**config.mk**
```make
export PLATFORM = sky130hd
export DESIGN_NAME = mem2d_ctrl
export DESIGN_NICKNAME = d
export VERILOG_FILES = /design/src/rtl/mem2d_ctrl.sv
export SDC_FILE = /design/constraint.sdc
export NUM_CORES = 1
export LEC_CHECK = 0
export ABC_AREA = 1
export CORE_ASPECT_RATIO = 2
export CORE_MARGIN = 4
export CORE_UTILIZATION = 46
export CTS_BUF_LIST = sky130_fd_sc_hd__clkbuf_8
export CTS_CLUSTER_DIAMETER = 200
export DETAILED_ROUTE_END_ITERATION = 16
export PLACE_DENSITY = 0.89
export SYNTH_ARGS = -nofsm -noshare
export SYNTH_HDL_FRONTEND = slang
export SYNTH_SLANG_ARGS = --single-unit
```
**constraint.sdc**
```tcl
create_clock -name clk -period 2.55 [get_ports clk]
set_input_delay 0.51 -clock clk [delete_from_list [all_inputs] [get_ports clk]]
set_output_delay 0.51 -clock clk [all_outputs]
set_load 0.01 [all_outputs]
```
**src/rtl/mem2d_ctrl.sv**
```systemverilog
// mem2d_ctrl: round-robin two-client controller for the 64x32x8 frame memory.
// Optional full-array clear engine is built when MEM2D_CLEAR_EN is defined.
module mem2d_ctrl #(
    parameter int            AW_X      = 6,
    parameter int            AW_Y      = 5,
    parameter int            DW        = 8,
    parameter logic [DW-1:0] CLR_VALUE = '0
) (
    input  logic              clk,
    input  logic              rst,
    input  logic [1:0]        req,
    input  logic [1:0]        wr,
    input  logic [2*AW_X-1:0] addr_x,
    input  logic [2*AW_Y-1:0] addr_y,
    input  logic [2*DW-1:0]   wdata,
    output logic [1:0]        gnt,
    output logic [DW-1:0]     rd_data,
    output logic [1:0]        rd_valid,
    input  logic              clr_start,
    output logic              clr_busy,
    output logic              clr_done,
    output logic [AW_X-1:0]   mem_addr_x,
    output logic [AW_Y-1:0]   mem_addr_y,
    output logic [DW-1:0]     mem_wdata,
    output logic              mem_wr,
    input  logic [DW-1:0]     mem_rdata
);

    typedef enum logic {
        IDLE  = 1'b0,
        CLEAR = 1'b1
    } state_t;

    state_t          state_q, state_d;
    logic            last_gnt_q, last_gnt_d;
    logic [1:0]      rd_pend_q, rd_pend_d;
    logic [1:0]      rd_valid_q, rd_valid_d;
    logic [DW-1:0]   rd_data_q, rd_data_d;
    logic            clr_busy_q, clr_busy_d;
    logic            clr_done_q, clr_done_d;
    logic [AW_X-1:0] mem_addr_x_q, mem_addr_x_d;
    logic [AW_Y-1:0] mem_addr_y_q, mem_addr_y_d;
    logic [DW-1:0]   mem_wdata_q, mem_wdata_d;
    logic            mem_wr_q, mem_wr_d;
    logic            clr_go;
    logic            sel;
    logic            sweep_last;

`ifdef MEM2D_CLEAR_EN
    assign clr_go = clr_start;
`else
    assign clr_go = 1'b0 & clr_start;
`endif

    // Round-robin grant; a clear start or the CLEAR state blocks every client.
    always_comb begin
        gnt = 2'b00;
        if (state_q == IDLE && !clr_go) begin
            if (req == 2'b11) begin
                gnt = last_gnt_q ? 2'b01 : 2'b10;
            end else begin
                gnt = req;
            end
        end
    end

    assign sel        = gnt[1];
    assign sweep_last = (&mem_addr_x_q) && (&mem_addr_y_q);

    // Next-state: transaction issue, read return pipeline and clear sweep.
    always_comb begin
        state_d      = state_q;
        last_gnt_d   = last_gnt_q;
        mem_addr_x_d = mem_addr_x_q;
        mem_addr_y_d = mem_addr_y_q;
        mem_wdata_d  = mem_wdata_q;
        mem_wr_d     = 1'b0;
        rd_pend_d    = 2'b00;
        rd_valid_d   = rd_pend_q;
        rd_data_d    = (|rd_pend_q) ? mem_rdata : rd_data_q;
        clr_busy_d   = 1'b0;
        clr_done_d   = 1'b0;
        unique case (state_q)
            IDLE: begin
                if (clr_go) begin
                    state_d      = CLEAR;
                    clr_busy_d   = 1'b1;
                    mem_addr_x_d = '0;
                    mem_addr_y_d = '0;
                    mem_wdata_d  = CLR_VALUE;
                    mem_wr_d     = 1'b1;
                end else if (|gnt) begin
                    last_gnt_d   = sel;
                    mem_addr_x_d = sel ? addr_x[2*AW_X-1:AW_X] : addr_x[AW_X-1:0];
                    mem_addr_y_d = sel ? addr_y[2*AW_Y-1:AW_Y] : addr_y[AW_Y-1:0];
                    mem_wdata_d  = sel ? wdata[2*DW-1:DW] : wdata[DW-1:0];
                    mem_wr_d     = wr[sel];
                    rd_pend_d    = wr[sel] ? 2'b00 : gnt;
                end
            end
            CLEAR: begin
                if (sweep_last) begin
                    state_d    = IDLE;
                    clr_done_d = 1'b1;
                end else begin
                    clr_busy_d  = 1'b1;
                    mem_wr_d    = 1'b1;
                    mem_wdata_d = CLR_VALUE;
                    if (&mem_addr_y_q) begin
                        mem_addr_y_d = '0;
                        mem_addr_x_d = mem_addr_x_q + 1'b1;
                    end else begin
                        mem_addr_y_d = mem_addr_y_q + 1'b1;
                    end
                end
            end
        endcase
    end

    // State and registered outputs; reset aborts any sweep or pending read.
    always_ff @(posedge clk) begin
        if (rst) begin
            state_q      <= IDLE;
            last_gnt_q   <= 1'b1;
            rd_pend_q    <= 2'b00;
            rd_valid_q   <= 2'b00;
            rd_data_q    <= '0;
            clr_busy_q   <= 1'b0;
            clr_done_q   <= 1'b0;
            mem_addr_x_q <= '0;
            mem_addr_y_q <= '0;
            mem_wdata_q  <= '0;
            mem_wr_q     <= 1'b0;
        end else begin
            state_q      <= state_d;
            last_gnt_q   <= last_gnt_d;
            rd_pend_q    <= rd_pend_d;
            rd_valid_q   <= rd_valid_d;
            rd_data_q    <= rd_data_d;
            clr_busy_q   <= clr_busy_d;
            clr_done_q   <= clr_done_d;
            mem_addr_x_q <= mem_addr_x_d;
            mem_addr_y_q <= mem_addr_y_d;
            mem_wdata_q  <= mem_wdata_d;
            mem_wr_q     <= mem_wr_d;
        end
    end

    assign rd_data    = rd_data_q;
    assign rd_valid   = rd_valid_q;
    assign clr_busy   = clr_busy_q;
    assign clr_done   = clr_done_q;
    assign mem_addr_x = mem_addr_x_q;
    assign mem_addr_y = mem_addr_y_q;
    assign mem_wdata  = mem_wdata_q;
    assign mem_wr     = mem_wr_q;

endmodule

```
After elaboration in Yosys (flattened, before gate mapping)
Cells that the tools add are included.
{"block": "totals", "regBits": 35, "wordCells": 53, "input_bits": 53}
{"block": "op_classes", "n_addsub": 2, "reduce_logical": 10, "n_lt_le_gt_ge": 1, "bitwise_logic": 2, "eq_ne": 4, "mux": 24}
{"cell": "$mux W6", "n": 4}
{"cell": "$mux W8", "n": 3}
{"cell": "$mux W5", "n": 4}
{"cell": "$pmux W8 S2", "n": 1}
{"cell": "$pmux W6 S2", "n": 1}
{"cell": "$pmux W5 S2", "n": 1}
{"cell": "$add A6 B1 Y6 const B", "n": 1}
{"cell": "$mux W2", "n": 3}
{"cell": "$reduce_and A6 Y1", "n": 1}
{"cell": "$reduce_or A2 Y1", "n": 3}
{"cell": "$add A5 B1 Y5 const B", "n": 1}
{"cell": "$mux W1", "n": 5}
{"cell": "$reduce_and A5 Y1", "n": 1}
{"cell": "$ne A2 B1 Y1 const B", "n": 2}
{"cell": "$pmux W1 S2", "n": 2}
{"cell": "$reduce_and A2 Y1", "n": 2}
{"cell": "$reduce_or A4 Y1", "n": 1}
{"cell": "$reduce_and A3 Y1", "n": 1}
{"cell": "$eq A2 B2 Y1 const B", "n": 1}
{"cell": "$lt A1 B2 Y1 const B", "n": 1}
{"cell": "$ne A2 B2 Y1 const B", "n": 1}
{"cell": "$not A1 Y1", "n": 2}
{"cell": "$logic_and A1 B1 Y1", "n": 1}

Longest topological paths before layout
{"block": "logic_depth", "word_depth": 7, "depth_mapped": 13, "depth_no_buf": 12}

Worst setup path after synthesis
No wires, ideal clock.
{"block": "synth_path", "path_kind": "register -> register", "startpoint": "register mem_addr_y_q[0] (netlist: mem_addr_y[0])", "endpoint": "register mem_addr_y_q[0] (netlist: mem_addr_y[0])", "arrival_ns": 1.661, "path_stages_with_launch": 14, "setup_time_ns": 0.058, "required_time_ns": 2.492, "setup_slack_ns": 0.831, "path_cell_list": "dfxtp_1 -> ha_1 -> nand2_1 -> nor2_1 -> ha_1 -> inv_1 -> nor2_2 -> nand2_2 -> nand2_4 -> nand2_4 -> nor2_4 -> buf_6 -> nand2_1 -> nand2_1"}
{"block": "synth_between", "elab_chain_len": 4}
{"item": "start: declaration", "line_no": "42", "text": "logic [AW_Y-1:0] mem_addr_y_q, mem_addr_y_d;"}
{"item": "start signal: assignment", "line_no": "143", "text": "mem_addr_y_q <= mem_addr_y_d;"}
{"item": "$add A5 B1 Y5 or $reduce_and A5 Y1 (tied branches)", "line_no": "113, 68, 109"}
{"item": "$mux W5 or $logic_and A1 B1 Y1 (tied branches)", "line_no": "109, 68"}
{"item": "$mux W5 or $ne A2 B2 Y1 (tied branches)"}
{"item": "$pmux W5 S2 or $reduce_and A2 Y1 (tied branches)"}
Parallel ways exist; a longest one is shown, timed or not. The select of a mux whose other input is x is not followed.
A chain may end at the register's enable or synchronous reset.

Worst setup path in the final report
{"block": "layout_path", "startpoint": "input req[0]", "endpoint": "output gnt[1]"}
{"block": "layout_between", "elab_chain_len": 3}
{"item": "start: declaration", "line_no": "11", "text": "input logic [1:0] req,"}
{"item": "$eq A2 B2 Y1", "line_no": "59", "text": "if (req == 2'b11) begin"}
{"item": "$mux W2", "line_no": "59"}
{"item": "$mux W2", "line_no": "58", "text": "if (state_q == IDLE && !clr_go) begin"}
{"item": "end: declaration", "line_no": "16", "text": "output logic [1:0] gnt,"}
Every way passes these cells.

==> summary.txt <==
Final Hold Slack: 0.422 ns
Global Route met3 Usage: 4.01%
Layout Nets: 437
Per-cell routed wire length: 13.3 µm
CP endpoint: gnt[1]
DRC: 0
M2 GR Usage: 43.8%
Post-synth ARST share: 0%
CP max stage cell: clkdlybuf4s50_1
HPWL after DPL: 4370 µm
Design Power: 1.56 mW
Post-route clock skew: 0.00884 ns
Gr ovfl total: 0
Sw frac: 25.4%
CTS tree: yes
# rows: 33
Critical path arrival: 1.93 ns
Vias: 2,216
ANT nets after route: 0
WP depth: 5
Maxcap violations: 0
Setup TNS Final: 0 ns
Final hold vios: 0
Most common cell after layout, fill and taps aside: nand2_1
Tcrit/Tclk final: 95.7%
Internal power: 1.17 mW
H-tree depth: 2
Syn Std Cell Area: 1940 µm²
Critical path fanouts, max: 3
Most used cell, CP: clkdlybuf4s50_1
Die Span X: 53.9 µm
Final setup viols: 0
Crit path max-delay family: buffers and inverters
GR met1 Demand/Resource: 20.4%
Largest net degree at the start of global routing: 26
GR peak layer: met2
Largest vdd supply drop: 0.567 mV
Slew headroom: 49.2%
Outcome: finished clean
Worst r2r path cells: 12
Register area share after synthesis: 36.1%
Sw Pwr: 0.398 mW
Post-synth EDFFs: 0
# Post-CTS Setup Buffers: 0
Worst-path clk slew: 0.08 ns
Hold Path Cell Cnt: 2
Final core utilization: 71.6%
Reg2reg end: mem_addr_y[1]$_SDFFE_PP0P_
Req. time, crit path: 2.04 ns
Setup CP Type: primary input to output port
Synthesized flop and latch total: 35
PortBufs: 85
CTS Sinks: 35
CP Cell Sequence: clkdlybuf4s50_1 -> nand2_1 -> inv_1 -> nor2_8 -> clkdlybuf4s50_1
Vias in the first global route: 2,224
CP startpoint kind: primary input
TritonCTS Buffers: 5
Vias per inst: 5.11
Ys Warns: 0
R2R Setup Slk: 0.54 ns
Initial DRC count: 42
Layout Area Growth over Synthesis: 50.8%
Num ports: 87
Comb pwr share: 22.4%
Worst-margin pin slew: 0.761 ns
Clock insertion delay at the later pin of the skew report: 0.29 ns
Yosys cell types: 25
Clock tree root driver cell: clkbuf_8
Prevailing post-synth register cell: dfxtp_1
Bufs and invs on worst path: 3
Worst path max stage delay: 0.55 ns
Avg Inst Size Synth: 6.53 µm²
CP endpoint kind: output port
Most frequent cells in the layout: nand2_1, clkdlybuf4s50_1, nor2_1, dfxtp_1, inv_1
Clk buf depth: 2
All-layer global routing usage: 23.1%
Final Max Slew Viols: 0
Placed Area: 2790 µm²
DRT Wirelength: 5790 µm
Critical path launch point: req[0]
HP Class: flop to flop
Layout cell share with drive strength beyond 1: 6.81%
Die Ht: 99.9 µm
Leak: 1.36 nW
Antenna cells: 0
Flop pwr share: 39.7%
1st-pass router iterations: 4
Minimum clock period: 2.44 ns
RSZ-0062 raised after global routing: no
Final instance area: 2930 µm²
Worst flop-to-flop path startpoint: mem_addr_y[0]$_SDFFE_PP0P_
Pwr/cell area: 534 nW/µm²
Initial antenna violation count: 0
Fmax: 0.410 GHz
Gpl congestion: 0.799
Starting Density: 47.5%
Cell count after synthesis: 297
Clock power share: 37.9%
Core Area: 4090 µm²
Area of the die: 5380 µm²
First-pass GRT wire length: 9210 µm
Syn_nets: 353
## layer usage
metal  wire length [µm]  part of all wire, %
met4                286                  4.9
met3                241                  4.2
met5                  0                    0
met2               3320                   57
met1               1950                   34
## tightest hold or removal path: stages, from the launching register on
cell and delay [ns]:
dfxtp_1 0.31, inv_1 0.04, nor2_1 0.03
## flip-flops by register name, summed over array words and instances (netlist names)
signal      count
clr_done        1
clr_busy        1
last_gnt_q      1
rd_valid        2
mem_addr_x      6
mem_addr_y      5
mem_wdata       8
rd_data         8
mem_wr          1
rd_pend_q       2
## timing repair
| item | in CTS | in global routing |
|---|---|---|
| hold buffers | 0 | 0 |
| resized for setup | 0 | 1 |
| endpoints found under the setup margin | 0 | 1 |
## synth_stat cells, types with 2 or more instances
cell / n / area share [%]
inv_1: 23 / 4.4
o21ai_4: 2 / 1.7
o21ai_0: 10 / 2.6
nor2_2: 2 / 0.64
buf_2: 4 / 1.0
a21oi_1: 4 / 1.0
nand4_1: 10 / 3.2
nand2_4: 3 / 1.7
buf_6: 5 / 2.9
nand3_2: 2 / 1.0
dfxtp_1: 35 / 36
nand2_1: 107 / 21
ha_1: 3 / 1.9
nor2_1: 51 / 9.9
nand3_1: 22 / 5.7
buf_4: 2 / 0.77
o21ai_1: 2 / 0.52
o211ai_1: 2 / 0.77
nand2_2: 2 / 0.64
## kinds of logic (layout without fill, tap and decap cells)
logic type	count (synthesis)	count (layout)	share of synthesized area, %
adder cells (fa/ha/maj)	3	3	1.93
flip-flops	35	35	36.1
AO/OA/AOI/OAI	20	20	6.58
buffers and inverters	37	122	9.86
AND/OR/NAND/NOR	202	202	45.5
## power by group through the flow
stage	logic, mW	clock network (mW)	registers [mW]
6_report	0.350	0.593	0.621
2_1_floorplan	0.150	0	0.643
5_1_grt	0.387	0.617	0.626
4_1_cts	0.353	0.595	0.620
3_5_place_dp	0.349	0	0.632
3_3_place_gp	0.342	0	0.630
## stage by stage
step,std cells,setup slack (ns)
6_report,434,0.109
3_5_place_dp,426,0.0321
5_1_grt,434,0.0384
4_1_cts,434,0.0191
2_1_floorplan,297,0.831
3_3_place_gp,426,0.0442
## final cells by class
cell class	instances	area (µm²)
multi-input combinational	225	1050
fill	310	1160
timing repair buffer	89	883
clock inverter	3	63.8
inverter	25	96.3
tap	52	65.1
sequential	35	701
clock buffer	5	68.8
## worst min-delay path by stage
stage                                        from                     end  slack [ns]
after global routing      rd_pend_q[1]$_SDFF_PP0_  rd_valid[1]$_SDFF_PP0_        0.46
final                     rd_pend_q[0]$_SDFF_PP0_  rd_valid[0]$_SDFF_PP0_        0.42
after CTS                 rd_pend_q[0]$_SDFF_PP0_  rd_valid[0]$_SDFF_PP0_        0.42
after global placement    rd_pend_q[1]$_SDFF_PP0_  rd_valid[1]$_SDFF_PP0_        0.41
after floorplan           rd_pend_q[0]$_SDFF_PP0_  rd_valid[0]$_SDFF_PP0_        0.40
after detailed placement  rd_pend_q[0]$_SDFF_PP0_  rd_valid[0]$_SDFF_PP0_        0.41
Note: power is estimated with default switching activity, not from simulation.
